$ cat src/rtl/risc_pkg.sv
// Shared sizing defaults and types for the IITB RISC register-read stage.
package risc_pkg;
    localparam int DEF_DATA_W   = 16;
    localparam int DEF_NUM_REGS = 8;
    localparam int DEF_NUM_RD   = 2;
    localparam int DEF_CTRL_W   = 19;
    localparam int DEF_PC_REG   = 7;
    localparam int DEF_IDX_W    = $clog2(DEF_NUM_REGS);

    typedef logic [DEF_CTRL_W-1:0] ctrl_t;
    typedef logic [DEF_IDX_W-1:0]  idx_t;
endpackage

$ cat src/rtl/regfile_bank.sv
// Architectural register file: NUM_RD async read ports, one sync write port
// with same-cycle write-through so a reader sees data being written back.
module regfile_bank #(
    parameter int DATA_W   = 16,
    parameter int NUM_REGS = 8,
    parameter int NUM_RD   = 2,
    localparam int IDX_W   = $clog2(NUM_REGS)
) (
    input  logic                     clk,
    input  logic                     resetn,
    input  logic                     we,
    input  logic [IDX_W-1:0]         waddr,
    input  logic [DATA_W-1:0]        wdata,
    input  logic [NUM_RD*IDX_W-1:0]  raddr,
    output logic [NUM_RD*DATA_W-1:0] rdata
);
    logic [NUM_REGS-1:0][DATA_W-1:0] mem_q;

    always_ff @(posedge clk or negedge resetn) begin
        if (!resetn)  mem_q        <= '0;
        else if (we)  mem_q[waddr] <= wdata;
    end

    for (genvar k = 0; k < NUM_RD; k++) begin : g_rd
        logic [IDX_W-1:0] ra;
        assign ra = raddr[k*IDX_W +: IDX_W];
        assign rdata[k*DATA_W +: DATA_W] = (we && waddr == ra) ? wdata : mem_q[ra];
    end
endmodule

$ cat src/rtl/reg_read_stage.sv
// Register-read stage: operand forwarding, load-use stall and a valid/ready
// output register feeding execute.
module reg_read_stage
    import risc_pkg::*;
#(
    parameter int DATA_W   = DEF_DATA_W,
    parameter int NUM_REGS = DEF_NUM_REGS,
    parameter int NUM_RD   = DEF_NUM_RD,
    parameter int CTRL_W   = DEF_CTRL_W,
    parameter int PC_REG   = DEF_PC_REG,
    localparam int IDX_W   = $clog2(NUM_REGS)
) (
    input  logic                     clk,
    input  logic                     resetn,
    input  logic                     flush,
    input  logic                     in_valid,
    output logic                     in_ready,
    input  logic [DATA_W-1:0]        in_pc,
    input  logic [CTRL_W-1:0]        in_ctrl,
    input  logic [NUM_RD*IDX_W-1:0]  in_rs_addr,
    input  logic [NUM_RD-1:0]        in_rs_en,
    output logic                     out_valid,
    input  logic                     out_ready,
    output logic [DATA_W-1:0]        out_pc,
    output logic [CTRL_W-1:0]        out_ctrl,
    output logic [NUM_RD*DATA_W-1:0] out_opnd,
    input  logic                     wb_en,
    input  logic [IDX_W-1:0]         wb_addr,
    input  logic [DATA_W-1:0]        wb_data,
    input  logic                     ex_fwd_en,
    input  logic [IDX_W-1:0]         ex_fwd_addr,
    input  logic [DATA_W-1:0]        ex_fwd_data,
    input  logic                     ex_is_load
);
    localparam logic [IDX_W-1:0] PC_IDX = IDX_W'(PC_REG);

    logic [NUM_RD*DATA_W-1:0] rf_rdata;
    logic [NUM_RD*DATA_W-1:0] opnd_d;
    logic [NUM_RD-1:0]        haz_port;
    logic                     hazard;
    logic                     xfer;

    logic                     out_valid_q;
    logic [DATA_W-1:0]        out_pc_q;
    logic [CTRL_W-1:0]        out_ctrl_q;
    logic [NUM_RD*DATA_W-1:0] out_opnd_q;

    regfile_bank #(
        .DATA_W  (DATA_W),
        .NUM_REGS(NUM_REGS),
        .NUM_RD  (NUM_RD)
    ) u_rf (
        .clk   (clk),
        .resetn(resetn),
        .we    (wb_en),
        .waddr (wb_addr),
        .wdata (wb_data),
        .raddr (in_rs_addr),
        .rdata (rf_rdata)
    );

    // WB write-through lives in the regfile, so only PC alias and EX sit above it here.
    for (genvar k = 0; k < NUM_RD; k++) begin : g_port
        logic [IDX_W-1:0] rs;
        logic             ex_hit;
        assign rs     = in_rs_addr[k*IDX_W +: IDX_W];
        assign ex_hit = ex_fwd_en && (ex_fwd_addr == rs);
        assign opnd_d[k*DATA_W +: DATA_W] =
            (rs == PC_IDX)          ? in_pc       :
            (ex_hit && !ex_is_load) ? ex_fwd_data :
                                      rf_rdata[k*DATA_W +: DATA_W];
        assign haz_port[k] = in_rs_en[k] && (rs != PC_IDX) && ex_hit && ex_is_load;
    end

    assign hazard   = in_valid && (|haz_port);
    assign in_ready = (!out_valid_q || out_ready) && !hazard && !flush;
    assign xfer     = in_valid && in_ready;

    always_ff @(posedge clk or negedge resetn) begin
        if (!resetn) begin
            out_valid_q <= 1'b0;
            out_pc_q    <= '0;
            out_ctrl_q  <= '0;
            out_opnd_q  <= '0;
        end else if (flush) begin
            out_valid_q <= 1'b0;
        end else if (xfer) begin
            out_valid_q <= 1'b1;
            out_pc_q    <= in_pc;
            out_ctrl_q  <= in_ctrl;
            out_opnd_q  <= opnd_d;
        end else if (out_ready) begin
            out_valid_q <= 1'b0;
        end
    end

    assign out_valid = out_valid_q;
    assign out_pc    = out_pc_q;
    assign out_ctrl  = out_ctrl_q;
    assign out_opnd  = out_opnd_q;
endmodule

$ cat config.mk
export PLATFORM = sky130hd
export DESIGN_NAME = reg_read_stage
export DESIGN_NICKNAME = d
export VERILOG_FILES = /design/src/rtl/risc_pkg.sv /design/src/rtl/regfile_bank.sv /design/src/rtl/reg_read_stage.sv
export SDC_FILE = /design/constraint.sdc
export NUM_CORES = 1
export LEC_CHECK = 0
export CAP_MARGIN = 20
export CORE_ASPECT_RATIO = 0.6
export CORE_UTILIZATION = 33
export DETAILED_ROUTE_END_ITERATION = 6
export GPL_TIMING_DRIVEN = 0
export PLACE_DENSITY = 0.62
export SLEW_MARGIN = 20
export SYNTH_ARGS = -nofsm -noshare
export SYNTH_HDL_FRONTEND = slang
export SYNTH_HIERARCHICAL = 1
export SYNTH_SLANG_ARGS = --single-unit
$ cat constraint.sdc
create_clock -name clk -period 3.6 [get_ports clk]
set_input_delay 0.72 -clock clk [delete_from_list [all_inputs] [get_ports clk]]
set_output_delay 0.72 -clock clk [all_outputs]
set_load 0.02 [all_outputs]
==> run metrics <==
Post-Syn Area 11200 um^2; Die Height 145 um; number of synthesized flops with an enable pin 0; Synth top area share 0.438; Setup Fix Bufs, Post-CTS 0; Reg clk slew, reported paths about 0.080 ns; # clock sinks 196; root buffer cell clkbuf_16; placed insts about 1400; Hold-fix buffers, CTS 0; max-cap viol count 0; Area Overhead vs Synth 23.9%; Die Wd 240 um; number of global-route vias before repair 7552; Synth area leader dfrtp_1; PortBufs 137; I/O pin cnt 158; Critical Path End Type output pin; CP startpoint kind input pin; flop2flop setup slack roughly 1.4 ns; non-filler instance count after layout 1393; async set-reset flop share out of synthesis 1.00; Post-Syn Nets 862; commonest cells in the netlist 196 x dfrtp_1, 192 x mux2_2, 60 x mux4_1; largest net degree at the start of global routing 86; max-slew violation count 0; post-DP HPWL 24.9 mm; failing checks setup timing; post-layout power 7.35 mW; row cnt 51; CTS H-tree depth 4; final setup skew 0.0104 ns; deepest clock path buffer count 2; DRT iter0 DRCs 679; DRC viols 0; Syn Inst Count 773; Pwr Density 529 nW/um^2; number of synthesized register bits 196; CTS tree yes; CP Launch Point in_rs_addr[1]; largest cells by area after synthesis dfrtp_1 44%, mux2_2 19%, mux4_1 14%; fin crit period roughly 3.6 ns; clk_lat worst skew 0.46 ns; CTS buffer count 17; total gr overflow 0; mean post-synth cell area ~14 um^2; core footprint 32900 um^2; antenna violations before repair 0; DR vias/cell 5.60; routability cong. 0.888; die area around 35000 um^2; 1st-pass router iterations 5; Crit Reg-Reg Endpoint out_opnd[23]; leak pwr 5.58 nW; Final Cycle Share 1.01; # nets final just over 1000; Final ANT Viol Nets 0; reg2reg path depth 6; Ys Warns 6; first-pass GRT wire length between 40 and 50 mm; Min-Delay Path Class in -> async; Post-synth top flop dfrtp_1; vias after detailed routing a little under 8000; worst endpoint required time 2.88 ns; Yosys cell types 36; total track usage 0.195; maximum clock frequency about 280 MHz; count leader, synth dfrtp_1; drt wl/cell 24.2 um; Initial Utilization 0.340; status complete, but fails checks; Crit Path Max Fanout 10; Slew HR 0.422; RSZ-0062 raised after global routing true; WS Path Type in -> out; # setup viols final 1; final WL between 30 and 40 mm; Slew @ Worst Pin 0.860 ns; register area share after synthesis 0.438; diode count 0; Arr. time, crit path 2.91 ns; Final Hold Fails 0; fraction of layout cells with a size suffix above 1 0.331; Setup WS post-layout -0.0341 ns; Max VDD drop 0.372 mV; RR Startpoint u_rf/mem_q[87]
sequential cells by signal, summed over array words and instances, names as in the netlist:
signal      flops
out_valid       1
out_opnd       32
u_rf/mem_q    128
out_ctrl       19
out_pc         16
per-layer routing:
metal	global-route usage	wire length (um)	part of all wire
met1	0.315	17200	0.51
met3	0.0330	1970	0.058
met2	0.264	14300	0.42
met4	0.0463	351	0.010
met5	0	0	0
cell families (layout without fill, tap and decap cells):
group | after synthesis | in the layout | share of synthesized area
flip-flops | 196 | 196 | 0.438
AO/OA/AOI/OAI | 133 | 133 | 0.0978
multiplexers | 291 | 291 | 0.386
buffers and inverters | 115 | 285 | 0.0508
XOR/XNOR | 12 | 12 | 0.00938
AND/OR/NAND/NOR | 26 | 26 | 0.0183
layout by cell type, fill, tap and decap left out, types with 3 or more instances in the layout:
master | Yosys | routed
nand4b_1 | 3 | 3
dlymetal6s2s_1 | 0 | 3
xor2_2 | 0 | 5
buf_1 | 17 | 17
mux4_1 | 60 | 60
dfrtp_1 | 196 | 196
nand4_1 | 5 | 5
clkbuf_16 | 0 | 17
mux2_2 | 192 | 192
nand2b_1 | 4 | 4
buf_2 | 14 | 14
buf_6 | 14 | 14
mux2_1 | 9 | 9
clkbuf_1 | 33 | 27
mux2_4 | 26 | 26
clkbuf_2 | 0 | 5
clkdlybuf4s50_1 | 0 | 131
clkinv_4 | 0 | 3
xnor2_1 | 6 | 6
inv_1 | 33 | 33
o41a_1 | 31 | 31
o32ai_1 | 32 | 32
inv_6 | 0 | 6
o21ai_0 | 33 | 33
buf_4 | 4 | 4
a211oi_1 | 31 | 31
mux4_2 | 4 | 4
critical path, cell delays in order:
cell and delay [ns]:
clkdlybuf4s50_1 0.59, xor2_2 0.22, or3_4 0.48, o22ai_4 0.25
clkbuf_8 0.24, a21oi_1 0.07, dlygate4sd2_1 0.32
what timing repair did:
action | CTS | global route
gates resized for setup | 16 | 17
pin swaps | 1 | 0
setup endpoints to repair | 1 | 20
worst max path at each step:
stage | end | cells past startpoint
6_report | in_ready | 7
5_1_grt | in_ready | 7
4_1_cts | in_ready | 7
3_5_place_dp | in_ready | 7
3_3_place_gp | u_rf/mem_q[113] | 1
2_1_floorplan | in_ready | 5
per-stage QoR:
stage	hold WS [ns]	utilization	setup WS, ns	TNS, ns	instance area, um^2
after floorplan	0.424	-	0.656	0	11200
after global placement	0.476	0.399	-6.71	-1318.45	13100
after detailed placement	0.481	0.401	-0.814	-10.40	13200
after CTS	0.166	0.421	0.00190	0	13900
after global routing	0.192	0.422	-0.0869	-0.0869	13900
final	0.162	0.422	-0.0341	-0.0341	13900
power breakdown:
part           switching [mW]  internal [mW]
clock network           0.958          0.995
registers               0.306           2.69
logic                    1.04           1.36
final cells by class:
type | instances | area [um^2]
Buffer | 82 | 462
Clock inverter | 13 | 141
Timing Repair Buffer | 139 | 1440
Multi-Input combinational cell | 462 | 5810
Fill cell | 3084 | 19000
Tap cell | 450 | 563
Sequential cell | 196 | 4900
Inverter | 33 | 124
Clock buffer | 18 | 439
No activity file was read; power rests on OpenSTA's default activity.
